$ cat src/rtl/wb_write_queue.sv
// wb_write_queue: circular write-back queue draining to a register file, with youngest-entry read forwarding.
module wb_write_queue #(
  parameter int DEPTH = 4
) (
  input  logic                     clk,
  input  logic                     rst_n,
  input  logic                     in_valid,
  output logic                     in_ready,
  input  logic [4:0]               in_addr,
  input  logic [31:0]              in_data,
  input  logic                     hold,
  output logic                     we2,
  output logic [4:0]               wa3,
  output logic [31:0]              wd3,
  input  logic [4:0]               ra1,
  input  logic [4:0]               ra2,
  input  logic [31:0]              rf_rd1,
  input  logic [31:0]              rf_rd2,
  output logic [31:0]              rd1,
  output logic [31:0]              rd2,
  output logic                     fwd1,
  output logic                     fwd2,
  output logic [$clog2(DEPTH):0]   count
);
  localparam int AW = $clog2(DEPTH);
  logic [4:0]    addr_q [DEPTH];
  logic [31:0]   data_q [DEPTH];
  logic [AW-1:0] head, tail;
  logic          push;
  assign in_ready = count != (AW+1)'(DEPTH);
  assign push     = in_valid && in_ready && in_addr != 5'd0;
  assign we2      = count != '0 && !hold;
  assign wa3      = count != '0 ? addr_q[head] : '0;
  assign wd3      = count != '0 ? data_q[head] : '0;
  always_ff @(posedge clk or negedge rst_n) begin
    if (!rst_n) begin
      head  <= '0;
      tail  <= '0;
      count <= '0;
    end else begin
      if (push) tail <= tail + 1'b1;
      if (we2) head <= head + 1'b1;
      count <= count + (AW+1)'(push) - (AW+1)'(we2);
    end
  end
  // Payload needs no reset: occupancy is defined by head and count alone.
  always_ff @(posedge clk) begin
    if (push) begin
      addr_q[tail] <= in_addr;
      data_q[tail] <= in_data;
    end
  end
  // Walk oldest to youngest so the last match (youngest) wins.
  always_comb begin
    rd1  = rf_rd1;
    rd2  = rf_rd2;
    fwd1 = 1'b0;
    fwd2 = 1'b0;
    for (int k = 0; k < DEPTH; k++) begin
      if ((AW+1)'(k) < count) begin
        if (addr_q[head + AW'(k)] == ra1) begin
          rd1  = data_q[head + AW'(k)];
          fwd1 = 1'b1;
        end
        if (addr_q[head + AW'(k)] == ra2) begin
          rd2  = data_q[head + AW'(k)];
          fwd2 = 1'b1;
        end
      end
    end
    if (ra1 == 5'd0) begin
      rd1  = '0;
      fwd1 = 1'b0;
    end
    if (ra2 == 5'd0) begin
      rd2  = '0;
      fwd2 = 1'b0;
    end
  end
endmodule

$ cat config.mk
export PLATFORM = sky130hd
export DESIGN_NAME = wb_write_queue
export DESIGN_NICKNAME = d
export VERILOG_FILES = /design/src/rtl/wb_write_queue.sv
export SDC_FILE = /design/constraint.sdc
export NUM_CORES = 1
export LEC_CHECK = 0
export CAP_MARGIN = 10
export CORE_MARGIN = 8
export CORE_UTILIZATION = 40
export CTS_BUF_LIST = sky130_fd_sc_hd__clkbuf_8
export DETAILED_ROUTE_END_ITERATION = 10
export PLACE_DENSITY = 0.73
export SYNTH_ARGS = -nofsm -noshare
export SYNTH_HDL_FRONTEND = slang
export SYNTH_SLANG_ARGS = --single-unit
$ cat constraint.sdc
create_clock -name clk -period 6 [get_ports clk]
set_input_delay 0.9 -clock clk [delete_from_list [all_inputs] [get_ports clk]]
set_output_delay 0.9 -clock clk [all_outputs]
set_load 0.1 [all_outputs]
== Word level (Yosys, flattened, before mapping) ==
Memories as Yosys holds them, arrays and structs flattened.
Index checks and enable logic that the tools add are counted.
Cells by class
  multiplexer cells: 40
  order comparisons: 4
  reductions and logical operators: 8
  equality and inequality tests: 9
  add/sub/neg operators: 6
Operator list (count)
  $mux 32: 19
  $eq 5x5->1: 8
  $mux 1: 20
  $logic_not 5->1: 2
  $lt 1x3->1 const A: 2
  $lt 2x3->1 const A: 2
  $mux 5: 1
  $reduce_bool 5->1: 1
  $add 2x1->2 const B: 2
  $add 2x2->2 const B: 2
  $add 3x1->3: 1
  $logic_and 1x1->1: 3
  $ne 3x3->1 const B: 1
  $reduce_bool 3->1: 1
  $sub 3x1->3: 1
  $logic_not 1->1: 1
Storage, ports and cells
  memories: 2
  bits in writable memories: 148
  logic and storage cells: 72
  output and inout bits: 108
  input bits: 115
  register bits: 7
Memories
  data_q: words 4, width 32, read ports 4, clocked after memory_dff 0, write ports 1, RTL line 27  | logic [31:0] data_q [DEPTH];
  addr_q: words 4, width 5, read ports 4, clocked after memory_dff 0, write ports 1, RTL line 26  | logic [4:0] addr_q [DEPTH];

== Depth between registers and ports, before layout ==
Gate-level depths: netlist of the first run.
An unclocked memory read counts as a cell.
  word-level depth: 11
  mapped depth: 11
  depth with buffers taken out: 11

== Worst setup path after synthesis of the first run ==
OpenSTA, ideal clock, no wires.
  path kind: input -> output
  start point: in ra1[1]
  end point: out rd1[21]
  stages: 9
  path slack: 0.461 ns
  data required time: 5.100 ns
  arrival: 4.639 ns
  path buffers: 3
  path through: clkbuf_1 > inv_1 > xnor2_1 > a21oi_1 > nor4_4 > or3_1 > buf_2 > buf_2 > o32ai_1
On the way
  longest elaborated chain between the ends: 10
  elaborated cells between the ends (all ways): 14
  classes of those cells: eq/ne (4); mux (9); reduce/logical (1)
Ends and longest elaborated chain
  from (decl): RTL line 15  | input logic [4:0] ra1,
  $eq 5x5->1: RTL line 61  | if (addr_q[head + AW'(k)] == ra1) begin
  $mux 32: RTL line 61
  $mux 32: RTL line 60  | if ((AW+1)'(k) < count) begin
  $mux 32: RTL line 61
  $mux 32: RTL line 60
  $mux 32: RTL line 61
  $mux 32: RTL line 60
  $mux 32: RTL line 61
  $mux 32: RTL line 60
  $mux 32 *: RTL line 71  | if (ra1 == 5'd0) begin
  to (decl): RTL line 19  | output logic [31:0] rd1,
Mark *: on every way between the ends. The rest lies on a longest branch, timed or not.

== Worst setup path after layout of the first run ==
  start point: reg head[0]
  end point: out rd1[0]
On the way
  longest elaborated chain between the ends: 11
  elaborated cells between the ends (all ways): 18
  classes of those cells: add/sub (3); eq/ne (4); mux (9); memory (2)
Ends and longest elaborated chain
  from (decl): RTL line 28  | logic [AW-1:0] head, tail;
  from (signal assigned): RTL line 42  | if (we2) head <= head + 1'b1;
  branches (longest 9 deep; another with $mem_v2 4x5)
  $mux 32 *: RTL line 60
  $mux 32 *: RTL line 71
Mark *: on every way between the ends.

==> results of run 1 <==
[state kept, by name, summed over array words and instances, names as in the netlist]
register  cells
addr_q       20
count         3
data_q      128
head          2
tail          2
[kinds of logic (layout without fill, tap and decap cells)]
kind of cell | count (synthesis) | count (layout) | synth area share [%]
adders and majority gates | 9 | 9 | 0.952
and+or+nand+nor | 400 | 400 | 15.6
buffers and inverters | 155 | 300 | 5.85
xor gates and xnor gates | 44 | 44 | 3.23
other | 0 | 1 | 0
AOI/OAI and AO/OA | 335 | 335 | 19.7
DFF | 155 | 155 | 36.6
muxes | 198 | 198 | 18.0
[worst max-delay path: stages, from the launching register on]
cell and delay (ns):
dfrtp_4 0.97, buf_4 0.53, inv_4 0.36, a21oi_1 0.35, nor4_4 0.09, or3_2 0.85
o32ai_1 0.79, buf_12 0.26
[layout make-up]
cell class,instances,area [sq um],share of cell area [%]
Inverter,13,51.3,0.319
Antenna cell,1,2.50,0.0156
Clock buffer,17,234,1.45
Tap cell,402,503,3.13
Sequential cell,155,4630,28.8
Clock inverter,15,173,1.07
Multi-Input combinational cell,986,7360,45.8
Timing Repair Buffer,255,3130,19.5
[metal layers]
metal  vias up  global-route usage, %  share of wire, %
met4         4                   8.78               3.1
met1      5653                   29.2                41
met2       723                   37.1                46
met5         -                      0             0.060
met3       112                   5.97               9.7
li1       5195                      -                 -
[synth_stat cells (9+ instances only)]
| library cell | count | area, sq um |
|---|---|---|
| a211oi_2 | 29 | 363 |
| a21oi_1 | 130 | 651 |
| a31oi_1 | 33 | 206 |
| buf_1 | 13 | 48.8 |
| buf_2 | 31 | 155 |
| buf_6 | 12 | 135 |
| clkbuf_1 | 80 | 300 |
| edfxtp_1 | 148 | 4440 |
| inv_1 | 13 | 48.8 |
| mux2_2 | 34 | 383 |
| mux2i_1 | 144 | 1440 |
| mux4_2 | 20 | 450 |
| nand2_1 | 101 | 379 |
| nand3b_1 | 31 | 233 |
| nor2_1 | 136 | 510 |
| nor3_1 | 37 | 185 |
| nor3b_1 | 33 | 248 |
| nor4_1 | 33 | 206 |
| o21ai_0 | 31 | 155 |
| o311ai_1 | 32 | 280 |
| o31a_1 | 32 | 280 |
| o32ai_1 | 13 | 114 |
| o32ai_2 | 20 | 325 |
| xnor2_1 | 32 | 280 |
| xor2_1 | 9 | 78.8 |
[through the flow]
stage                     std cells  instance area [sq um]
after CTS                      1843                  16100
final                          1844                  16100
after global placement         1811                  15700
after detailed placement       1811                  15700
after floorplan                1296                  12600
after global routing           1844                  16100
[worst max-delay path by stage]
stage | slack, ns | endpoint | cells after the start
finish | 0.35 | rd1[0] | 7
global route | 0.16 | rd1[0] | 7
CTS | 0.42 | rd1[0] | 7
detailed placement | 0.93 | rd1[0] | 7
global placement | 0.94 | rd1[0] | 7
floorplan | 0.46 | rd1[21] | 9
==> summary.txt, run 1 <==
Finish
  – Share of cells above drive strength 1: 18.1%
  – # nets final: between 1500 and 2000
  – Synth-to-Final Area Change: 27.4%
  – Most common cell after layout, fill and taps aside: clkdlybuf4s50_1
  – Most frequent cells in the layout: 156 x clkdlybuf4s50_1, 148 x edfxtp_1, 144 x mux2i_1
  – Fin util: between 50% and 60%
  – # fillers: about 2700

Setup path
  – Terminus of the critical flop-to-flop path: data_q[2][0]$_DFFE_PP_
  – CP startpoint: head[0]$_DFFE_PN0P_
  – Reg-to-reg startpoint: count[0]$_DFF_PN0_
  – Crit Path Max Fanout: 63
  – Worst endpoint data arrival time: 4.75 ns
  – Critical path startpoint category: flop
  – Worst reg-to-reg setup slack: 3.16 ns
  – Critical path capture point type: output port
  – Crit Path Category: reg2out
  – R2R cell count: 6
  – Worst Path Required: between 5 and 6 ns

Place
  – Final RePlAce weighted congestion: around 0.90
  – Worst slack at placement: 0.934 ns
  – HPWL after DPL: 30.8 mm
  – Port Buf Inserts: between 200 and 250

Synth
  – Post-synth top flop: edfxtp_1
  – Synth Instances: 1296
  – Fraction of registers with async set/reset: under 10%
  – Syn_area_per_cell: ~9.7 sq um
  – Post-synth EDFFs: roughly 150
  – Register area share after synthesis: between 30% and 40%
  – FF+latch count, synth: roughly 160
  – Synthesized net count: ~1400
  – Mapped cell area: between 10000 and 15000 sq um
  – Yosys warns: 0
  – Netlist cell types: 53

Floorplanning
  – Top-level I/O count: 223
  – Placeable Area: approximately 31000 sq um
  – Die Footprint: between 30000 and 40000 sq um
  – Die span in x: 194 um
  – Starting Density: slightly above 40%
  – Die height: slightly below 200 um
  – FP Rows: 65

STA
  – Final WS setup: between 0.3 and 0.4 ns
  – Clock skew: between 0.01 and 0.015 ns
  – TNS Setup: 0 ns
  – Max frequency: 177 MHz
  – Setup violators final: 0
  – Min Clock Period, post-route: between 5 and 6 ns
  – WHS: between 0.6 and 0.7 ns
  – Slew @ Worst Pin: 1.15 ns
  – RSZ-0062 raised after global routing: false
  – Period utilization: a little over nine tenths
  – Max-slew violations: 0
  – Relative slew slack: between 20% and 30%
  – Hold Fails Final Rpt: 0

CTS
  – # hold bufs at CTS: 0
  – CTS tree: done
  – Post-CTS setup buffer count: 0
  – Clk buf depth: 2
  – Clock-pin slew on the worst setup and hold paths: approximately 0.080 ns
  – H-tree depth: 4
  – Clock Latency Late Sink: 0.46 ns
  – Num CTS Buffers: 17
  – Post-CTS sizing: 0
  – Clock sinks: about 160
  – CTS root buffer: clkbuf_8

Hold path
  – Hold Crit Start: tail[0]$_DFFE_PN0P_
  – Hold Path Sink: tail[0]$_DFFE_PN0P_
  – Type of the most critical hold path: reg2reg
  – Hold path depth: 2

Global route
  – GR Overflow Total: 0
  – Vias in the first global route: around 12000
  – Global-route wire length before repair: about 68 mm
  – Global Route Usage Sum: 23.0%
  – Initial antenna violation count: 3
  – Pin count of the biggest net entering global routing: 70

Route
  – Drt first pass iters: 6
  – Routed vias/inst: 6.34
  – Antenna Nets Post-Route: 0
  – Number of DRC violations after detailed-routing iteration 0: 1400
  – Routed via count: roughly 12000
  – Final wirelength: between 40 and 50 mm
  – DR DRC count: 0
  – Wire per inst: roughly 24 um

Outcome
  – Outcome: finished, final reports clean

Run
  – Max-capacitance violation count: 0
Power of run 1 is not shown: default switching activity piles up to over one toggle a cycle in this logic, so the estimate is an artifact.
==> inputs of run 2 (changes only) <==
--- a/config.mk
+++ b/config.mk
@@ -8,7 +8,7 @@
 export CAP_MARGIN = 10
 export CORE_MARGIN = 8
 export CORE_UTILIZATION = 40
-export CTS_BUF_LIST = sky130_fd_sc_hd__clkbuf_8
+export CTS_BUF_LIST = sky130_fd_sc_hd__clkbuf_2
 export DETAILED_ROUTE_END_ITERATION = 10
 export PLACE_DENSITY = 0.73
 export SYNTH_ARGS = -nofsm -noshare
==> run 2 against run 1 <==
Net effect: maximum frequency shrank 3.0%; routed wire length is 0.10% higher; global-route usage is essentially flat; clock skew rose by 0.025 ns; highest routed layer unchanged; via count up 0.21%; non-clock buffer count grew 1; worst setup slack worse by 0.18 ns; cell count is 0.11% higher.
==> summary.txt, run 2 (same netlist as run 1, synthesis figures left out) <==
Setup path
  – CP startpoint: head[0]$_DFFE_PN0P_ (unchanged)
  – Reg-to-reg startpoint: count[0]$_DFF_PN0_ (unchanged)
  – Crit Path Max Fanout: 33 (was 63)
  – Crit Path Category: reg2out (unchanged)
  – Critical path startpoint category: flop (unchanged)
  – Worst Path Required: 5.10 ns (about the same)
  – Critical path capture point type: output port (unchanged)
  – Worst endpoint data arrival time: 4.92 ns (was 4.75 ns)

Finish
  – Most frequent cells in the layout: 156 x clkdlybuf4s50_1, 148 x edfxtp_1, 144 x mux2i_1 (unchanged)
  – Largest regs: data_q (128), addr_q (20), count (3) (unchanged)
  – Seq. cell area: 4630 sq um (unchanged)
  – Layout Cells excl Fill: 1846 (was 1844)
  – Reg with most FFs: data_q (unchanged)
  – Max reg flops: 128 (unchanged)
  – # nets final: 1553 (was 1552)
  – Share of cells above drive strength 1: 18.2% (was 18.1%)
  – Final instance area: 16000 sq um (was 16100 sq um)
  – Most common cell after layout, fill and taps aside: clkdlybuf4s50_1 (unchanged)
  – Fin util: 51.0% (was 51.4%)
  – # fillers: 2774 (was 2748)
  – Area taken by multi-input logic gates: 7360 sq um (unchanged)
  – Synth-to-Final Area Change: 26.5% (was 27.4%)

Floorplanning
  – Top-level I/O count: 223 (unchanged)
  – Placeable Area: 31300 sq um (unchanged)
  – FP Rows: 65 (unchanged)
  – Die Footprint: 37500 sq um (unchanged)
  – Die span in x: 194 um (unchanged)
  – Starting Density: 40.3% (unchanged)
  – Die height: 194 um (unchanged)

Place
  – HPWL after DPL: 30.8 mm (unchanged)
  – Final RePlAce weighted congestion: 0.895 (unchanged)
  – Placed cell area: 15700 sq um (unchanged)
  – Placed Cells: 1811 (unchanged)
  – Port Buf Inserts: 222 (unchanged)

Global route
  – Global-route wire length before repair: 68.4 mm (about the same)
  – Global Route Usage Sum: 23.0% (about the same)
  – Initial antenna violation count: 4 (was 3)
  – GR Overflow Total: 0 (unchanged)
  – Pin count of the biggest net entering global routing: 70 (unchanged)
  – Vias in the first global route: 11747 (was 11745)

CTS
  – Clock-pin slew on the worst setup and hold paths: 0.24 ns (was 0.08 ns)
  – H-tree depth: 4 (unchanged)
  – Clk buf depth: 2 (unchanged)
  – Num CTS Buffers: 17 (unchanged)
  – CTS root buffer: clkbuf_2 (was clkbuf_8)
  – Clock Latency Late Sink: 0.75 ns (was 0.46 ns)
  – Clock sinks: 155 (unchanged)
  – CTS tree: done (unchanged)

STA
  – Relative slew slack: 22.4% (was 22.8%)
  – TNS Setup: 0 ns (unchanged)
  – Hold Fails Final Rpt: 0 (unchanged)
  – Slew @ Worst Pin: 1.16 ns (was 1.15 ns)
  – Min Clock Period, post-route: 5.82 ns (was 5.65 ns)
  – Period utilization: 97.0% (was 94.1%)
  – Max-slew violations: 0 (unchanged)
  – Setup violators final: 0 (unchanged)
  – Max frequency: 172 MHz (was 177 MHz)
  – Clock skew: 0.0393 ns (was 0.0147 ns)
  – RSZ-0062 raised after global routing: false (unchanged)

Route
  – Antenna Nets Post-Route: 0 (unchanged)
  – DR DRC count: 0 (unchanged)
  – Final wirelength: 44.8 mm (about the same)
  – Wire per inst: 24.3 um (about the same)
  – Routed vias/inst: 6.34 (about the same)
  – Drt first pass iters: 6 (unchanged)
  – Number of DRC violations after detailed-routing iteration 0: 1246 (was 1400)
  – Routed via count: 11711 (was 11687)

Hold path
  – Type of the most critical hold path: in2async (was reg2reg)

Run
  – Max-capacitance violation count: 0 (unchanged)

Outcome
  – Outcome: finished, final reports clean (unchanged)
==> run 2: metal layers <==
layer	up-vias	track usage, %	share of wire (%)
li1	5205	-	-
met1	5628	28.9	40
met2	759	37.2	46
met3	115	6.07	10
met4	4	9.18	3.5
met5	-	0	0.065
==> run 2: cell type report <==
class	count	area share, %
clock inverters	14	1.06
flip-flops and latches	155	29.0
well taps	402	3.15
multi-input cells	986	46.1
repair buffers	256	19.7
inverters	13	0.337
diodes	2	0.0314
clock buffers	18	0.564
==> run 2: repair_timing <==
item	in CTS	in global routing
hold buffers	0	0
buffers inserted	0	1
endpoints found under the setup margin	0	14
gates resized for setup	0	1
==> run 2: final timing paths <==
check,endpoint,slack [ns],cells after the start
setup / recovery,rd1[0],0.18,7
hold / removal,tail[1]$_DFFE_PN0P_,0.38,1
setup reg to reg,data_q[2][8]$_DFFE_PP_,3.11,6
hold reg to reg,tail[0]$_DFFE_PN0P_,0.67,2
max in group asynchronous,head[0]$_DFFE_PN0P_,5.34,1
min in group clk,tail[0]$_DFFE_PN0P_,0.67,2
==> run 2: critical path: stages (launching register included) <==
cell	delay (ns)
dfrtp_4	0.87
mux4_2	0.63
xnor2_1	0.16
nand2_2	0.41
nor2_1	0.12
or3_2	0.93
o32ai_1	0.80
buf_12	0.26
==> run 2: metrics by stage <==
stage	worst slack [ns]	hold slack [ns]
floorplan	0.461	0.580
global placement	0.938	0.605
detailed placement	0.934	0.645
CTS	0.0847	0.339
global route	0.0105	0.335
finish	0.177	0.381
Power of run 2 is left out for the same reason.
